## src/rtl/fetch_sequencer_pkg.sv

```systemverilog
// Shared definitions for the fetch sequencer: FSM encoding, NOP word, default
// address-map constants and a saturating increment for the performance counters.
package fetch_sequencer_pkg;

    typedef enum logic {
        RUN  = 1'b0,
        HALT = 1'b1
    } fetch_state_e;

    localparam logic [31:0] NOP_INSTR         = 32'h0000_0000;
    localparam logic [31:0] DEFAULT_TEXT_BASE = 32'h0040_0000;
    localparam logic [31:0] DEFAULT_RESET_PC  = 32'h0040_0000;

    function automatic logic [31:0] sat_inc32(input logic [31:0] value);
        return (value == '1) ? value : value + 32'd1;
    endfunction

endpackage

```

## src/rtl/fetch_sequencer_if_id.sv

```systemverilog
// IF/ID pipeline register: flush and nop_load force a NOP (valid=0) and
// override stall; stall alone holds the contents.
module if_id_register
    import fetch_sequencer_pkg::*;
#(
    parameter int unsigned DATA_WIDTH = 32
) (
    input  logic                  clk,
    input  logic                  reset,
    input  logic                  stall,
    input  logic                  flush,
    input  logic                  nop_load,
    input  logic [DATA_WIDTH-1:0] instr_in,
    input  logic [DATA_WIDTH-1:0] pc_plus4_in,
    output logic [DATA_WIDTH-1:0] instr,
    output logic [DATA_WIDTH-1:0] pc_plus4,
    output logic                  valid
);

    logic [DATA_WIDTH-1:0] instr_q, instr_d;
    logic [DATA_WIDTH-1:0] pc_plus4_q, pc_plus4_d;
    logic                  valid_q, valid_d;

    always_comb begin
        instr_d    = instr_q;
        pc_plus4_d = pc_plus4_q;
        valid_d    = valid_q;
        if (flush || nop_load) begin
            instr_d    = DATA_WIDTH'(NOP_INSTR);
            pc_plus4_d = '0;
            valid_d    = 1'b0;
        end else if (!stall) begin
            instr_d    = instr_in;
            pc_plus4_d = pc_plus4_in;
            valid_d    = 1'b1;
        end
    end

    always_ff @(posedge clk) begin
        if (reset) begin
            instr_q    <= '0;
            pc_plus4_q <= '0;
            valid_q    <= 1'b0;
        end else begin
            instr_q    <= instr_d;
            pc_plus4_q <= pc_plus4_d;
            valid_q    <= valid_d;
        end
    end

    assign instr    = instr_q;
    assign pc_plus4 = pc_plus4_q;
    assign valid    = valid_q;

endmodule

```

## src/rtl/fetch_sequencer.sv

```systemverilog
// Instruction fetch sequencer: PC register, RUN/HALT FSM, fetch-fault detection
// and IF/ID register. Optional perf counters under FETCH_SEQUENCER_PERF_EN.
module fetch_sequencer
    import fetch_sequencer_pkg::*;
#(
    parameter int unsigned                  DATA_WIDTH   = 32,
    parameter int unsigned                  MEMORY_DEPTH = 256,
    parameter logic [DATA_WIDTH-1:0]        TEXT_BASE    = DATA_WIDTH'(DEFAULT_TEXT_BASE),
    parameter logic [DATA_WIDTH-1:0]        RESET_PC     = DATA_WIDTH'(DEFAULT_RESET_PC)
) (
    input  logic                  clk,
    input  logic                  reset,
    input  logic                  stall,
    input  logic                  flush,
    input  logic                  redirect,
    input  logic [DATA_WIDTH-1:0] redirect_target,
    input  logic                  halt_req,
    output logic [DATA_WIDTH-1:0] mem_address,
    input  logic [DATA_WIDTH-1:0] mem_instruction,
    output logic [DATA_WIDTH-1:0] if_instr,
    output logic [DATA_WIDTH-1:0] if_pc_plus4,
    output logic                  if_valid,
    output logic [DATA_WIDTH-1:0] pc,
    output logic                  halted,
    output logic                  fault,
    output logic [31:0]           fetch_count,
    output logic [31:0]           stall_count
);

    // One extra bit so the end of the text window cannot wrap.
    localparam logic [DATA_WIDTH:0] TEXT_END =
        {1'b0, TEXT_BASE} + (DATA_WIDTH + 1)'(4 * MEMORY_DEPTH);

    fetch_state_e          state_q, state_d;
    logic [DATA_WIDTH-1:0] pc_q, pc_d;
    logic                  fault_q, fault_d;
    logic [DATA_WIDTH-1:0] pc_plus4;
    logic                  fetch_fault;
    logic                  run;
    logic                  ifid_flush;
    logic                  ifid_nop;

    assign pc_plus4    = pc_q + DATA_WIDTH'(4);
    assign fetch_fault = (pc_q < TEXT_BASE) || ({1'b0, pc_q} >= TEXT_END) || (pc_q[1:0] != 2'b00);

    always_ff @(posedge clk) begin
        if (reset) begin
            state_q <= RUN;
        end else begin
            state_q <= state_d;
        end
    end

    always_comb begin
        state_d = state_q;
        case (state_q)
            RUN:     if (halt_req || fetch_fault) state_d = HALT;
            default: state_d = HALT;
        endcase
    end

    always_comb begin
        run    = (state_q == RUN);
        halted = (state_q == HALT);
    end

    // A faulting PC is retained; halt_req alone still lets the PC advance/redirect.
    always_comb begin
        pc_d    = pc_q;
        fault_d = fault_q;
        if (run) begin
            if (fetch_fault) begin
                fault_d = 1'b1;
            end else if (redirect) begin
                pc_d = redirect_target;
            end else if (!stall) begin
                pc_d = pc_plus4;
            end
        end
    end

    always_ff @(posedge clk) begin
        if (reset) begin
            pc_q    <= RESET_PC;
            fault_q <= 1'b0;
        end else begin
            pc_q    <= pc_d;
            fault_q <= fault_d;
        end
    end

    always_comb begin
        ifid_flush = flush || redirect;
        ifid_nop   = !run || fetch_fault || halt_req;
    end

    if_id_register #(
        .DATA_WIDTH (DATA_WIDTH)
    ) u_if_id (
        .clk         (clk),
        .reset       (reset),
        .stall       (stall),
        .flush       (ifid_flush),
        .nop_load    (ifid_nop),
        .instr_in    (mem_instruction),
        .pc_plus4_in (pc_plus4),
        .instr       (if_instr),
        .pc_plus4    (if_pc_plus4),
        .valid       (if_valid)
    );

`ifdef FETCH_SEQUENCER_PERF_EN
    logic [31:0] fetch_count_q, fetch_count_d;
    logic [31:0] stall_count_q, stall_count_d;
    logic        fetch_fire;

    always_comb begin
        fetch_fire    = run && !stall && !ifid_flush && !ifid_nop;
        fetch_count_d = fetch_fire ? sat_inc32(fetch_count_q) : fetch_count_q;
        stall_count_d = (run && stall) ? sat_inc32(stall_count_q) : stall_count_q;
    end

    always_ff @(posedge clk) begin
        if (reset) begin
            fetch_count_q <= '0;
            stall_count_q <= '0;
        end else begin
            fetch_count_q <= fetch_count_d;
            stall_count_q <= stall_count_d;
        end
    end

    assign fetch_count = fetch_count_q;
    assign stall_count = stall_count_q;
`else
    assign fetch_count = '0;
    assign stall_count = '0;
`endif

    assign mem_address = pc_q - TEXT_BASE;
    assign pc          = pc_q;
    assign fault       = fault_q;

endmodule

```

## config.mk

```make
export PLATFORM = sky130hd
export DESIGN_NAME = fetch_sequencer
export DESIGN_NICKNAME = d
export VERILOG_FILES = /design/src/rtl/fetch_sequencer_pkg.sv /design/src/rtl/fetch_sequencer_if_id.sv /design/src/rtl/fetch_sequencer.sv
export SDC_FILE = /design/constraint.sdc
export NUM_CORES = 1
export LEC_CHECK = 0
export CORE_MARGIN = 3
export CORE_UTILIZATION = 44
export DETAILED_ROUTE_END_ITERATION = 10
export PLACE_DENSITY = 0.87
export SYNTH_ARGS = -nofsm -noshare
export SYNTH_HDL_FRONTEND = slang
export SYNTH_HIERARCHICAL = 1
export SYNTH_SLANG_ARGS = --single-unit
```

## constraint.sdc

```tcl
create_clock -name clk -period 5.65 [get_ports clk]
set_input_delay 0.565 -clock clk [delete_from_list [all_inputs] [get_ports clk]]
set_output_delay 0.565 -clock clk [all_outputs]
set_load 0.01 [all_outputs]
```

==> summary.txt, run 1 <==
Global routing
  – First-pass GRT wire length: 22,100 um
  – Largest net degree at the start of global routing: 66
  – Initial antenna violation count: 0
  – GR Util All Layers: 0.209
  – Global route total overflow: 0
  – Vias in the first global route: roughly 4,300

Clock tree
  – Clk sinks: 99
  – CTS tree: built
  – Post-CTS setup buffers: 0
  – Clk Latency, worst-skew pair: 350 ps
  – CTS root buf: clkbuf_16
  – CTS Buf Count: 9
  – CTS Buffer Depth: 2
  – H-tree lvl count: 3
  – Reg clk slew, reported paths: approximately 70 ps
  – Cts hold-fix bufs: 0
  – Cts repair resizes: 0

Timing
  – Part of the cycle the worst path needs: 0.525
  – Final Hold Fails: 0
  – Slew @ Worst Pin: 809 ps
  – Final setup viols: 0
  – Worst relative slew slack: 0.461
  – RSZ-0062 raised after global routing: false
  – Final min period: approximately 3000 ps
  – Fin Clk Skew: 5.96 ps
  – Fmax: 337 MHz
  – Final Max Slew Viols: 0
  – Fin Setup TNS: 0 ps

Logic synthesis
  – Multiplexer share of the synthesized area: 0.121
  – Post-Synth Simple-Gate Area: 0.179
  – Cell count after synthesis: slightly above 600
  – Dominant synthesized flop cell: dfxtp_1
  – Post-synth EDFFs: 0
  – Synth Register Bits: 99
  – Distinct cells, synth: 44
  – Adder-Cell Fraction of Synth Area: 0.0117
  – Synth top area share: 0.370
  – Top-count cell post-synth: dfxtp_1
  – Post-synthesis compound-gate area fraction: 0.0831
  – Commonest cells in the netlist: dfxtp_1, nor2_1, buf_4
  – Synth area leaders: dfxtp_1, buf_4, mux2i_1
  – Xor and xnor area share after synthesis: 0.0589
  – Avg Cell Area, Syn: 8.74 sq um
  – Largest family of logic cells by synthesized area: simple AND/OR/NAND/NOR gates
  – Yosys top cell by area: dfxtp_1
  – Post-synth ARST share: 0
  – Sequential fraction of the synthesis area: 0.370
  – Mapped Area: 5360 sq um
  – YS warnings: 6

Setup path
  – Max FO, Critical Path: 10
  – Critical Path Start Type: register
  – Worst Path Arrival: around 2400 ps
  – Worst EP required: 5090 ps
  – CP endpoint kind: primary output
  – WS Path Type: reg -> out

Floorplan
  – Die footprint: 13,500 sq um
  – I/O pin count: 265
  – Die Ht: 116 um
  – Die Wd: 116 um
  – CORE AREA: 11,700 sq um
  – Row cnt: 39
  – Initial cell density of the core: 0.459

Place
  – HPWL after DPL: 10,600 um
  – GP Congestion: roughly 0.84
  – Port-buffer cells: 200
  – Cells after DPL: 893

Final layout
  – Non-filler instance count after layout: 909
  – P&R area growth vs syn: 34.5%
  – Fin nets: 836
  – Final core utilization: 0.618
  – Fraction of layout cells with a size suffix above 1: 0.0457
  – Antenna Cells: 0

Route
  – Router iterations before antenna repair: 6
  – Vias post-DR: 4,527
  – Routed length per instance: 16.4 um
  – Via-per-instance ratio: 4.98
  – Initial DRC count: 198
  – Remaining routing DRC violations: 0
  – Post-route ant nets: 0
  – Routed WL: 14,900 um

Hold path
  – Hold crit path type: reg -> reg

Pwr
  – Pwr per Cell Area: 439 nW/um^2
  – LEAKAGE: roughly 2.9 nW
  – Maximum resistive drop on vdd: 328 uV

Run status
  – Status: complete, no violations

Job
  – MaxCap Viol Count: 0
[cell usage in the layout (no fill, tap or decap), types with 5 or more instances in the layout]
cell	Yosys	routed
nand4_1	10	10
conb_1	1	64
inv_1	11	11
or4_1	7	7
clkbuf_16	0	9
nand3_1	11	11
nor4_1	8	8
a21oi_1	24	24
nand2_1	38	38
ha_1	5	5
nor3_1	6	6
xor2_1	20	20
clkdlybuf4s50_1	0	197
mux2i_1	65	65
xnor2_1	16	16
o211ai_1	11	11
nor2_1	94	94
dfxtp_1	99	99
nand2b_1	11	11
a31oi_1	7	7
[cell type report]
cell class	count	area (sq um)
Fill cell	1031	4460
Multi-Input combinational cell	437	2680
Timing Repair Buffer	203	2010
Sequential cell	99	1980
Clock buffer	10	229
Tap cell	143	179
Clock inverter	6	87.6
Inverter	11	41.3
[critical path: stages, from the launching register on]
cell and delay, ps:
dfxtp_1 410, or4_1 550, nor2_1 230, nand3_1 140, xnor2_1 140, clkdlybuf4s50_1 580
[sequential cells by signal (all words and copies together), names as in the netlist]
signal            flops
u_if_id/pc_plus4     32
u_if_id/instr        32
pc                   32
halted                1
fault                 1
u_if_id/valid         1
[worst paths after layout]
path	startpoint	end	slack [ps]	depth (start not counted)
worst min register to register	u_if_id/valid	u_if_id/valid	460	2
worst max-delay path	pc[28]	mem_address[31]	2680	5
worst min-delay path	u_if_id/valid	u_if_id/valid	460	2
worst max register to register	pc[10]	u_if_id/valid	2850	7
[per-layer routing]
layer  track usage  part of all wire
met5             0                 0
met4        0.0596            0.0074
met3        0.0705             0.098
met2         0.362              0.49
met1         0.246              0.41
[cell families (layout without fill, tap and decap cells)]
family | Yosys count | after routing
AO/OA/AOI/OAI | 65 | 65
XOR/XNOR | 36 | 36
adder cells (fa/ha/maj) | 5 | 5
buffers and inverters | 140 | 230
flip-flops | 99 | 99
multiplexers | 65 | 65
other | 1 | 64
AND/OR/NAND/NOR | 202 | 202
[power by group]
group / leakage [nW] / internal [mW] / total (mW) / switching [mW]
clock network: 0.157 / 0.390 / 0.667 / 0.277
registers: 0.800 / 0.804 / 1.01 / 0.205
logic: 1.90 / 0.705 / 1.49 / 0.781
[through the flow]
stage                     hold slack (ps)  setup WS, ps  instance area [sq um]  total power, mW
after floorplan                       474          3220                   5590             2.00
after global routing                  488          2480                   7210             3.37
after detailed placement              457          2860                   6890             2.51
final                                 462          2680                   7210             3.16
after CTS                             468          2660                   7210             3.18
after global placement                436          2940                   6890             2.49
Power figures use the tool's default switching activity.
==> run 2, diff against run 1 <==
--- a/config.mk
+++ b/config.mk
@@ -6,9 +6,9 @@
 export NUM_CORES = 1
 export LEC_CHECK = 0
 export CORE_MARGIN = 3
-export CORE_UTILIZATION = 44
+export CORE_UTILIZATION = 41
 export DETAILED_ROUTE_END_ITERATION = 10
-export PLACE_DENSITY = 0.87
+export PLACE_DENSITY = 0.81
 export SYNTH_ARGS = -nofsm -noshare
 export SYNTH_HDL_FRONTEND = slang
 export SYNTH_HIERARCHICAL = 1
==> constraint.sdc (replaced) <==
create_clock -name clk -period 2.8 [get_ports clk]
set_input_delay 0.28 -clock clk [delete_from_list [all_inputs] [get_ports clk]]
set_output_delay 0.28 -clock clk [all_outputs]
set_load 0.01 [all_outputs]
==> run 2 against run 1 <==
Effect of this change:
- non-clock buffer count increased by 26
- count of clock-buffer cells in the layout shrank 1
- sequential share of layout area is 0.94 points lower
- final area grew 3.6%
- clock skew increased by 2.2 ps
- die area rose by 6.9%
- critical path type unchanged
==> summary.txt, run 2 (synthesized netlist as in run 1, its figures left out) <==
Run status
  – Status: complete, no violations

Global routing
  – First-pass GRT wire length: 23,900 um (+8.2%)
  – Initial antenna violation count: 0 (unchanged)
  – Vias in the first global route: 4,472 (+5.0%)
  – Largest net degree at the start of global routing: 66 (unchanged)
  – GR Util All Layers: 0.209 (-0.000358)
  – Global route total overflow: 0 (unchanged)

Final layout
  – Most frequent cells in the layout: clkdlybuf4s50_1, dfxtp_1, nor2_1
  – Fin nets: 863 (+3.2%)
  – Commonest non-fill, non-tap cell in the layout: clkdlybuf4s50_1
  – Register area: 1980 sq um (about the same)
  – Multi-input logic area: 2690 sq um (+0.61%)
  – FILL cells: 1,169 (+13%)
  – Non-filler instance count after layout: 965 (+6.2%)
  – P&R area growth vs syn: 39.3%
  – Final Cell Area: 7460 sq um (+3.6%)
  – Antenna Cells: 0 (unchanged)
  – Fraction of layout cells with a size suffix above 1: 0.0820 (+0.0363)

Clock tree
  – CTS Buffer Depth: 2 (unchanged)
  – Clk sinks: 99 (unchanged)
  – Post-CTS setup buffers: 0 (unchanged)
  – CTS Buf Count: 9 (unchanged)
  – Clk Latency, worst-skew pair: 350 ps (about the same)
  – Cts hold-fix bufs: 0 (unchanged)
  – CTS tree: built
  – CTS root buf: clkbuf_16
  – Cts repair resizes: 0 (unchanged)
  – H-tree lvl count: 3 (unchanged)
  – Reg clk slew, reported paths: 70 ps (about the same)

Setup path
  – R2r startpoint: pc[13]
  – Reg2reg end: u_if_id/instr[14]
  – CP endpoint kind: primary output
  – Max FO, Critical Path: 3 (-7)
  – Worst reg2reg setup slack: 240 ps (-2610 ps)
  – Worst-case reg-to-reg path depth: 7 (unchanged)
  – Worst Setup EP: mem_address[31]
  – Crit path from: pc[28]
  – Worst Path Arrival: 2380 ps (-20 ps)
  – Worst EP required: 2520 ps (-2570 ps)
  – Critical Path Start Type: register
  – WS Path Type: reg -> out

Timing
  – Fin Clk Skew: 8.15 ps (+2.18 ps)
  – Fin Setup TNS: 0 ps (unchanged)
  – Fmax: approximately 380 MHz
  – Worst relative slew slack: 0.609 (+0.148)
  – RSZ-0062 raised after global routing: false
  – Part of the cycle the worst path needs: 0.950
  – Final setup viols: 0 (unchanged)
  – Final min period: around 2700 ps
  – Final Max Slew Viols: 0 (unchanged)
  – Final Hold Fails: 0 (unchanged)
  – Slew @ Worst Pin: 586 ps (-223 ps)
  – Setup ws final: 140 ps (-2540 ps)

Job
  – MaxCap Viol Count: 0 (unchanged)

Route
  – Routed WL: 15,900 um (+6.9%)
  – Top Layer Used: met4
  – Router iterations before antenna repair: 5 (-1)
  – Routed met2 length: 7790 um (+7.0%)
  – Initial DRC count: 319 (+61%)
  – WL met3: 1350 um (-7.8%)
  – Post-route ant nets: 0 (unchanged)
  – Vias post-DR: 4,709 (+4.0%)
  – Met1 WL: 6520 um (+7.8%)
  – Via-per-instance ratio: 4.88 (-2.0%)
  – Remaining routing DRC violations: 0 (unchanged)
  – Routed length per instance: 16.5 um (+0.71%)

Pwr
  – Maximum resistive drop on vdd: 496 uV (+51%)
  – LEAKAGE: 2.99 nW (+4.7%)
  – Final total power: 6.62 mW (+110%)
  – Pwr per Cell Area: 887 nW/um^2 (+100%)

Hold path
  – Hold crit path type: in -> reg
  – Worst Hold Path Cells: 2 (unchanged)

Floorplan
  – Die footprint: 14,500 sq um (+6.9%)
  – Die Ht: 120 um (+3.4%)
  – I/O pin count: 265 (unchanged)
  – Row cnt: 41 (+5.1%)
  – Die Wd: 120 um (+3.4%)
  – Initial cell density of the core: 0.421 (-0.0383)
  – CORE AREA: 12,700 sq um (+9.1%)

Place
  – HPWL after DPL: 11,700 um (+9.8%)
  – Placed Area: 7120 sq um (+3.4%)
  – GP Congestion: 0.857 (+2.5%)
  – Cells after DPL: 948 (+6.2%)
  – Port-buffer cells: 200 (unchanged)
  – Pre-CTS setup slack: 180 ps (-2680 ps)
==> run 2: cell types whose count changed in the layout (fill, tap and decap cells not counted), moves of 2 or more <==
cell and change:
clkinvlp_4 +2, clkinv_2 -2, buf_4 +26, clkinv_4 +2
==> run 2: cell type report <==
type	count	area share
flip-flops and latches	99	0.266
inverters	11	0.00553
clock buffers	9	0.0302
well taps	172	0.0288
repair buffers	229	0.296
clock inverters	7	0.0136
multi-input cells	438	0.361
==> run 2: worst min path at each step <==
stage	start	to	slack [ps]
after floorplan	redirect_target[0]	pc[0]	410
after global placement	u_if_id/valid	u_if_id/valid	440
after detailed placement	u_if_id/valid	u_if_id/valid	440
after CTS	reset	fault	300
after global routing	reset	pc[9]	320
final	reset	fault	310
==> run 2: where the power goes <==
group	total [mW]	switching [mW]	internal, mW
clock network	1.35	0.564	0.789
registers	1.82	0.202	1.62
logic	3.45	1.84	1.60
==> run 2: stage by stage <==
stage | util | hold slack (ps)
2_1_floorplan | - | 406
3_3_place_gp | 0.560 | 436
3_5_place_dp | 0.560 | 440
4_1_cts | 0.585 | 297
5_1_grt | 0.587 | 324
6_report | 0.587 | 315
==> run 2: worst max-delay path, stage by stage, from the launching register on <==
cell             delay (ps)
dfxtp_1                 310
or4_1                   510
nor2_1                  190
buf_4                   160
nand3_1                  90
xnor2_1                 160
clkdlybuf4s50_1         600
==> run 2: routing by layer <==
| metal | vias to the layer above | GRT usage |
|---|---|---|
| met4 | 0 | 0.0673 |
| met5 | - | 0 |
| met3 | 26 | 0.0585 |
| met2 | 228 | 0.358 |
| li1 | 2261 | - |
| met1 | 2194 | 0.253 |
